--- src/rtl/weight_loader_if.sv ---
// Stream-in and RAM-write bundle for weight_loader.
// slave: in_valid/in_data in, in_ready + wr_addr/wr_data/wr_en_a/wr_en_b out.
interface weight_loader_if #(
  parameter int WIDTH  = 32,
  parameter int ADDR_W = 4
);
  logic              in_valid;
  logic [WIDTH-1:0]  in_data;
  logic              in_ready;
  logic [ADDR_W-1:0] wr_addr;
  logic [WIDTH-1:0]  wr_data;
  logic              wr_en_a;
  logic              wr_en_b;

  modport master (
    output in_valid, in_data,
    input  in_ready, wr_addr, wr_data,
    input  wr_en_a, wr_en_b
  );

  modport slave (
    input  in_valid, in_data,
    output in_ready, wr_addr, wr_data,
    output wr_en_a, wr_en_b
  );
endinterface

--- src/rtl/weight_loader.sv ---
// Streams 2*DEPTH words into bank A then bank B; holds mac_start when full.
// Ports: clk, rst, load_req, bus (stream+write), busy, mac_start, checksum.
module weight_loader #(
  parameter int WIDTH  = 32,
  parameter int DEPTH  = 10,
  parameter int ADDR_W = 4
) (
  input  logic             clk,
  input  logic             rst,
  input  logic             load_req,
  weight_loader_if.slave   bus,
  output logic             busy,
  output logic             mac_start,
  output logic [WIDTH-1:0] checksum
);

  typedef enum logic [1:0] {
    S_IDLE,
    S_LOAD_A,
    S_LOAD_B,
    S_DONE
  } state_t;

  localparam logic [ADDR_W-1:0] LAST =
    ADDR_W'(DEPTH - 1);

  state_t            r_state;
  state_t            w_next;
  logic [ADDR_W-1:0] r_cnt;
  logic [WIDTH-1:0]  r_csum;
  logic [ADDR_W-1:0] r_addr;
  logic [WIDTH-1:0]  r_data;
  logic              r_en_a;
  logic              r_en_b;

  logic w_ready;
  logic w_busy;
  logic w_mac;
  logic w_clr;
  logic w_accept;
  logic w_last;

  assign w_accept = bus.in_valid & w_ready;
  assign w_last   = (r_cnt == LAST);

  always_ff @(posedge clk) begin
    if (rst) r_state <= S_IDLE;
    else     r_state <= w_next;
  end

  always_comb begin
    w_next  = r_state;
    w_ready = 1'b0;
    w_busy  = 1'b0;
    w_mac   = 1'b0;
    w_clr   = 1'b0;
    unique case (r_state)
      S_IDLE: begin
        if (load_req) begin
          w_next = S_LOAD_A;
          w_clr  = 1'b1;
        end
      end
      S_LOAD_A: begin
        w_ready = 1'b1;
        w_busy  = 1'b1;
        if (bus.in_valid && w_last)
          w_next = S_LOAD_B;
      end
      S_LOAD_B: begin
        w_ready = 1'b1;
        w_busy  = 1'b1;
        if (bus.in_valid && w_last)
          w_next = S_DONE;
      end
      S_DONE: begin
        w_mac = 1'b1;
        if (load_req) begin
          w_next = S_LOAD_A;
          w_clr  = 1'b1;
        end
      end
      default: w_next = S_IDLE;
    endcase
  end

  // Write port lags the accept by one cycle; the
  // counter wraps at the bank boundary.
  always_ff @(posedge clk) begin
    if (rst) begin
      r_cnt  <= '0;
      r_csum <= '0;
      r_addr <= '0;
      r_data <= '0;
      r_en_a <= 1'b0;
      r_en_b <= 1'b0;
    end else begin
      r_en_a <= w_accept &
                (r_state == S_LOAD_A);
      r_en_b <= w_accept &
                (r_state == S_LOAD_B);
      if (w_clr) begin
        r_cnt  <= '0;
        r_csum <= '0;
      end else if (w_accept) begin
        r_addr <= r_cnt;
        r_data <= bus.in_data;
        r_csum <= r_csum ^ bus.in_data;
        r_cnt  <= w_last ? '0 : r_cnt + 1'b1;
      end
    end
  end

  assign bus.in_ready = w_ready;
  assign bus.wr_addr  = r_addr;
  assign bus.wr_data  = r_data;
  assign bus.wr_en_a  = r_en_a;
  assign bus.wr_en_b  = r_en_b;
  assign busy         = w_busy;
  assign mac_start    = w_mac;
  assign checksum     = r_csum;

endmodule

--- src/flat_wrapper.sv ---
// flat-port wrapper written by rule: the top's interface ports become plain ports
module weight_loader_flat 
#(
  parameter int WIDTH  = 32,
  parameter int DEPTH  = 10,
  parameter int ADDR_W = 4
)
  (clk, rst, load_req, busy, mac_start, checksum, bus_in_valid, bus_in_data, bus_in_ready, bus_wr_addr, bus_wr_data, bus_wr_en_a, bus_wr_en_b);
  weight_loader_if #(.WIDTH(WIDTH), .ADDR_W(ADDR_W)) bus_i ();
  input  logic clk;
  input  logic rst;
  input  logic load_req;
  output logic busy;
  output logic mac_start;
  output logic [WIDTH-1:0] checksum;
  input wire logic [$bits(bus_i.in_valid)-1:0] bus_in_valid;
  input wire logic [$bits(bus_i.in_data)-1:0] bus_in_data;
  output wire logic [$bits(bus_i.in_ready)-1:0] bus_in_ready;
  output wire logic [$bits(bus_i.wr_addr)-1:0] bus_wr_addr;
  output wire logic [$bits(bus_i.wr_data)-1:0] bus_wr_data;
  output wire logic [$bits(bus_i.wr_en_a)-1:0] bus_wr_en_a;
  output wire logic [$bits(bus_i.wr_en_b)-1:0] bus_wr_en_b;
  assign bus_i.in_valid = bus_in_valid;
  assign bus_i.in_data = bus_in_data;
  assign bus_in_ready = bus_i.in_ready;
  assign bus_wr_addr = bus_i.wr_addr;
  assign bus_wr_data = bus_i.wr_data;
  assign bus_wr_en_a = bus_i.wr_en_a;
  assign bus_wr_en_b = bus_i.wr_en_b;
  weight_loader #(.WIDTH(WIDTH), .DEPTH(DEPTH), .ADDR_W(ADDR_W)) u_core (.clk(clk), .rst(rst), .load_req(load_req), .bus(bus_i), .busy(busy), .mac_start(mac_start), .checksum(checksum));
endmodule
--- config.mk ---
export PLATFORM = sky130hd
export DESIGN_NAME = weight_loader_flat
export DESIGN_NICKNAME = d
export VERILOG_FILES = /design/src/rtl/weight_loader_if.sv /design/src/rtl/weight_loader.sv /design/src/flat_wrapper.sv
export SDC_FILE = /design/constraint.sdc
export NUM_CORES = 1
export LEC_CHECK = 0
export CORE_MARGIN = 5
export CORE_UTILIZATION = 41
export CTS_CLUSTER_SIZE = 16
export DETAILED_ROUTE_END_ITERATION = 8
export PLACE_DENSITY = 0.77
export SLEW_MARGIN = 20
export SYNTH_ARGS = -nofsm -noshare
export SYNTH_HDL_FRONTEND = slang
export SYNTH_SLANG_ARGS = --single-unit
--- constraint.sdc ---
create_clock -name clk -period 3.3 [get_ports clk]
set_clock_uncertainty 0.15 [all_clocks]
set_input_delay 0.66 -clock clk [delete_from_list [all_inputs] [get_ports clk]]
set_output_delay 0.66 -clock clk [all_outputs]
set_load 0.1 [all_outputs]
==> flow_summary.ini, run 1 <==
[outcome]
outcome = completed

[synthesis]
synth.area.top_cells = dfxtp_1 56%, xor2_1 11%, nand2_1 10%
syn-cell-area_mm2 = 0.00270
yosysSeqAreaShare_pct = 56.3
syn_inst = 301
postSynthAreaPerCell_um2 = 8.98
synth.top_cell.area_share_pct = 56.3
yosysWarnings = 0
ys_seq_elements = 76
synthesis.nets = 341
netlist-cell-type-count = 26
synth_top_area_cell = dfxtp_1

[global_routing]
grt_max_degree = 38
grt_usage_pct = 16.0
grt_antenna_before_repair = 0
grt_remaining_overflow = 0
grt_pass1_wl_um = 10800
grt_pass1_vias = 2304

[sta]
finalHoldViolations = 0
setup_viol = 0
report.final.slew_viol_count = 0
fmax_mhz = 411
finalWorstPathRequiredPeriod_ns = 2.43
worst_pin_slew_ns = 0.749
finalSetupTns_ns = 0
fin_crit_sh_pct = 73.7
slew_headroom_pct = 49.9
rsz0062_at_grt = false

[drt]
wl_um = 6730
first_iter_violations = 49
drt_pre_antenna_iters = 4
drc_errors = 0
vias = 2261
antenna_left = 0
viasPerCell = 4.60
wl_per_cell_um = 13.7

[clock_network]
post_cts_resize_count = 0
cts_tree = done
cts.clk_slew.worst_paths_ns = 0.07
ctsHoldBuffers = 0
post_cts_buffers = 0
cts_htree_levels = 3
numCtsBuffers = 9
clock_latency_ns = 0.34
cts_buffer_depth = 2
cts.sinks = 76
ctsRootBufferMaster = clkbuf_8

[cells_and_area]
syn2layout_area_growth_pct = 44.5
final_cells = 491
fin_nets = 449
antenna_cells = 0
drive_above_1_share_pct = 22.5

[power]
total_power_mw = 4.08
leakagePower_nw = 1.69
p_per_area_mw_per_mm2 = 1050
vdd_ir_drop_max_mv = 0.691

[die]
num_rows = 29
initial_core_util_pct = 42.3
die_area_mm2 = 0.00832
die_y_um = 91.2
ios = 109
fp.dieW_um = 91.2
core_mm2 = 0.00639

[critical_path]
endpoint_kind = output port
crit_type = reg -> out
cp_max_fo = 5
startpoint_type = flip-flop
crit_required_ns = 2.49
cp.arrival_ns = 1.62

[hold_path]
hp-class = reg -> reg

[run]
maxCapViolations = 0

[place]
routabilityCongestion = 0.779
io_buffers = 108
dp_cells = 475
dpl.hpwl_um = 4650
==> cell usage in the layout, fill, tap and decap left out, types with 2 or more instances in the layout <==
master and count:
xor2_1 33, clkbuf_8 10, clkdlybuf4s50_1 35, bufinv_16 4, ha_1 4, inv_1 5
o21ai_0 3, nor2_1 37, clkbuf_1 2, a21oi_1 39, buf_4 77, and3_1 2
nand2_1 73, nor2b_1 2, dfxtp_1 76
==> worst paths after layout <==
| check | cells after the start | to | startpoint | slack, ns |
|---|---|---|---|---|
| worst max-delay path | 4 | bus_in_ready | u_core.r_state[0] | 0.87 |
| worst min-delay path | 2 | u_core.bus.wr_data[29] | u_core.bus.wr_data[29] | 0.31 |
| worst max register to register | 6 | u_core.bus.wr_data[26] | u_core.r_state[0] | 1.26 |
| worst min register to register | 2 | u_core.bus.wr_data[29] | u_core.bus.wr_data[29] | 0.31 |
==> cell type report <==
class                      instances  area (um^2)
fill                             571         2480
multi-input combinational        205         1080
tap                               77         96.3
clock inverter                     4          120
inverter                           5         18.8
sequential                        76         1520
clock buffer                      12          145
timing repair buffer             112          928
==> sequential cells by signal, summed over array words and instances, names as in the netlist <==
name / count
u_core.bus.wr_en_b: 1
u_core.bus.wr_en_a: 1
u_core.bus.wr_data: 32
u_core.r_state: 2
u_core.r_cnt: 4
u_core.bus.wr_addr: 4
u_core.checksum: 32
==> cells by family after synthesis <==
| group | count (synthesis) | share of synthesized area (%) |
|---|---|---|
| buf+inv | 20 | 3.93 |
| flops | 76 | 56.3 |
| xor+xnor | 34 | 11.0 |
| fa+ha+maj | 4 | 1.85 |
| compound gates | 46 | 8.93 |
| simple gates | 121 | 18.0 |
==> power by group <==
| part | internal (mW) | switching, mW | leakage (nW) |
|---|---|---|---|
| clock | 0.601 | 0.321 | 0.131 |
| combinational | 0.402 | 1.58 | 0.942 |
| sequential | 1.08 | 0.102 | 0.617 |
| total | 2.08 | 2.00 | 1.69 |
==> layer usage <==
metal	part of all wire, %	vias to the layer above	GRT usage [%]
met4	2.1	0	7.21
met3	9.1	12	6.20
li1	-	1169	-
met2	47	81	27.7
met5	0	-	0
met1	41	999	17.1
==> worst max-delay path: stages (launching register included) <==
cell and delay (ns):
dfxtp_1 0.38, inv_1 0.07, ha_1 0.37, inv_1 0.15, buf_4 0.31
==> synth_stat cells <==
cell type,count
o31ai_1,1
o211ai_1,1
o22ai_1,1
nor3b_1,1
buf_6,3
nand3_1,1
nand2_2,1
buf_4,1
xnor2_1,1
nor2_1,37
dfxtp_1,76
nor2b_2,1
nand2_1,73
nor3_1,1
nor2b_1,2
ha_1,4
inv_1,5
buf_2,4
o311a_1,1
o21ai_0,3
clkbuf_1,7
and3b_1,1
a21oi_1,39
nand3b_1,1
and3_1,2
xor2_1,33
==> stage by stage <==
stage,hold slack (ns),worst slack (ns),utilization [%],cell area [um^2]
after floorplan,0.300,0.649,-,2700
after global placement,0.293,0.976,57.0,3640
after detailed placement,0.300,0.960,57.0,3640
after CTS,0.311,0.855,61.2,3910
after global routing,0.330,0.799,61.2,3910
final,0.307,0.867,61.2,3910
No activity file was read; power rests on OpenSTA's default activity.
==> run 2: changes to the inputs <==
clock period = 2.5 ns   (was 3.3 ns; I/O delays follow)
==> flow_summary.ini, run 2 (synthesis gave the netlist of run 1 again) <==
[die]
core_mm2 = 0.00639
fp.dieW_um = 91.2
die_area_mm2 = 0.00832
ios = 109
num_rows = 29
initial_core_util_pct = 42.3
die_y_um = 91.2

[critical_path]
startpoint_type = flip-flop
r2r_start = u_core.r_state[0]
crit_type = reg -> out
cp.arrival_ns = 1.58
rr_endpoint = u_core.checksum[14]
endpoint_kind = output port
crit_required_ns = 1.85
cp_max_fo = 5
r2r_cells = 7
r2r_setup_slack_ns = 0.61

[drt]
viasPerCell = 4.74
wl_met3_um = 624
wl_per_cell_um = 13.9
vias = 2333
wl_met2_um = 3290
route.layer.met1.wl_um = 2830
antenna_left = 0
drc_errors = 0
wl_um = 6830
topRoutingLayerUsed = met4
drt_pre_antenna_iters = 4
first_iter_violations = 62

[hold_path]
worst_hold_path.num_cells = 2
hold_end = u_core.bus.wr_data[8]
hp-class = reg -> reg
min_from = u_core.bus.wr_data[8]

[sta]
hold_slack_ns = 0.306
rsz0062_at_grt = false
finalWorstSetupSlack_ns = 0.268
slew_headroom_pct = 70.8
setup_viol = 0
finalHoldViolations = 0
report.final.slew_viol_count = 0
finalSetupTns_ns = 0
fmax_mhz = 448
fin_crit_sh_pct = 89.3
finalWorstPathRequiredPeriod_ns = 2.23
worst_pin_slew_ns = 0.437

[cells_and_area]
final_common_cell = buf_4
syn2layout_area_growth_pct = 43.2
final_cells = 492
antenna_cells = 0
fin_nets = 452
drive_above_1_share_pct = 22.7
fill_cells = 592
mostFrequentLayoutCells = 77 x buf_4, 76 x dfxtp_1, 73 x nand2_1

[clock_network]
ctsRootBufferMaster = clkbuf_8
post_cts_buffers = 0
cts_buffer_depth = 2
cts.clk_slew.worst_paths_ns = 0.07
post_cts_resize_count = 0
numCtsBuffers = 9
cts.sinks = 76
ctsHoldBuffers = 0
cts_htree_levels = 3
cts_tree = done
clock_latency_ns = 0.32

[power]
p_per_area_mw_per_mm2 = 1320
vdd_ir_drop_max_mv = 0.775
total_power_mw = 5.13
leakagePower_nw = 1.68

[global_routing]
grt_pass1_vias = 2468
grt_max_degree = 38
grt_antenna_before_repair = 0
grt_remaining_overflow = 0
grt_pass1_wl_um = 11500
grt_usage_pct = 16.8

[run]
maxCapViolations = 0

[place]
dpl.hpwl_um = 4900
dp_cells = 478
io_buffers = 108
routabilityCongestion = 0.737
dp_slack_ns = 0.345

[outcome]
outcome = completed
run 2: layout make-up:
cell class | instances | area [um^2] | area share, %
flip-flops and latches | 76 | 1520 | 39.3
clock inverters | 3 | 40.0 | 1.03
multi-input cells | 205 | 1080 | 27.8
inverters | 5 | 18.8 | 0.485
repair buffers | 115 | 988 | 25.5
well taps | 77 | 96.3 | 2.49
clock buffers | 11 | 131 | 3.39
run 2: power breakdown:
part           total (mW)  switching [mW]  internal, mW
logic                2.73            2.11         0.621
registers            1.56           0.135          1.42
clock network       0.842           0.394         0.448
run 2: how the worst max path moves through the flow:
stage | start | endpoint | slack [ns] | cells past startpoint
finish | u_core.r_state[0] | busy | 0.27 | 5
global route | u_core.r_state[0] | busy | 0.18 | 5
CTS | u_core.r_state[0] | busy | 0.25 | 5
detailed placement | bus_in_valid | u_core.checksum[14] | 0.35 | 6
global placement | bus_in_valid | u_core.checksum[5] | 0.42 | 6
floorplan | u_core.r_state[0] | busy | 0.009 | 4
run 2: metrics by stage:
| step | cell area (um^2) | util (%) |
|---|---|---|
| after floorplan | 2700 | - |
| after global placement | 3700 | 58.0 |
| after detailed placement | 3700 | 58.0 |
| after CTS | 3870 | 60.6 |
| after global routing | 3870 | 60.6 |
| final | 3870 | 60.6 |
run 2: critical path, stage by stage, from the launching register on:
cell     delay [ns]
dfxtp_1        0.39
inv_1          0.07
ha_1           0.37
inv_1          0.11
buf_4          0.15
buf_12         0.17
run 2: layer usage:
metal / vias to the layer above / GRT usage, %
met3: 11 / 7.27
met2: 77 / 28.3
met4: 0 / 6.11
met1: 1064 / 18.7
met5: - / 0
li1: 1181 / -
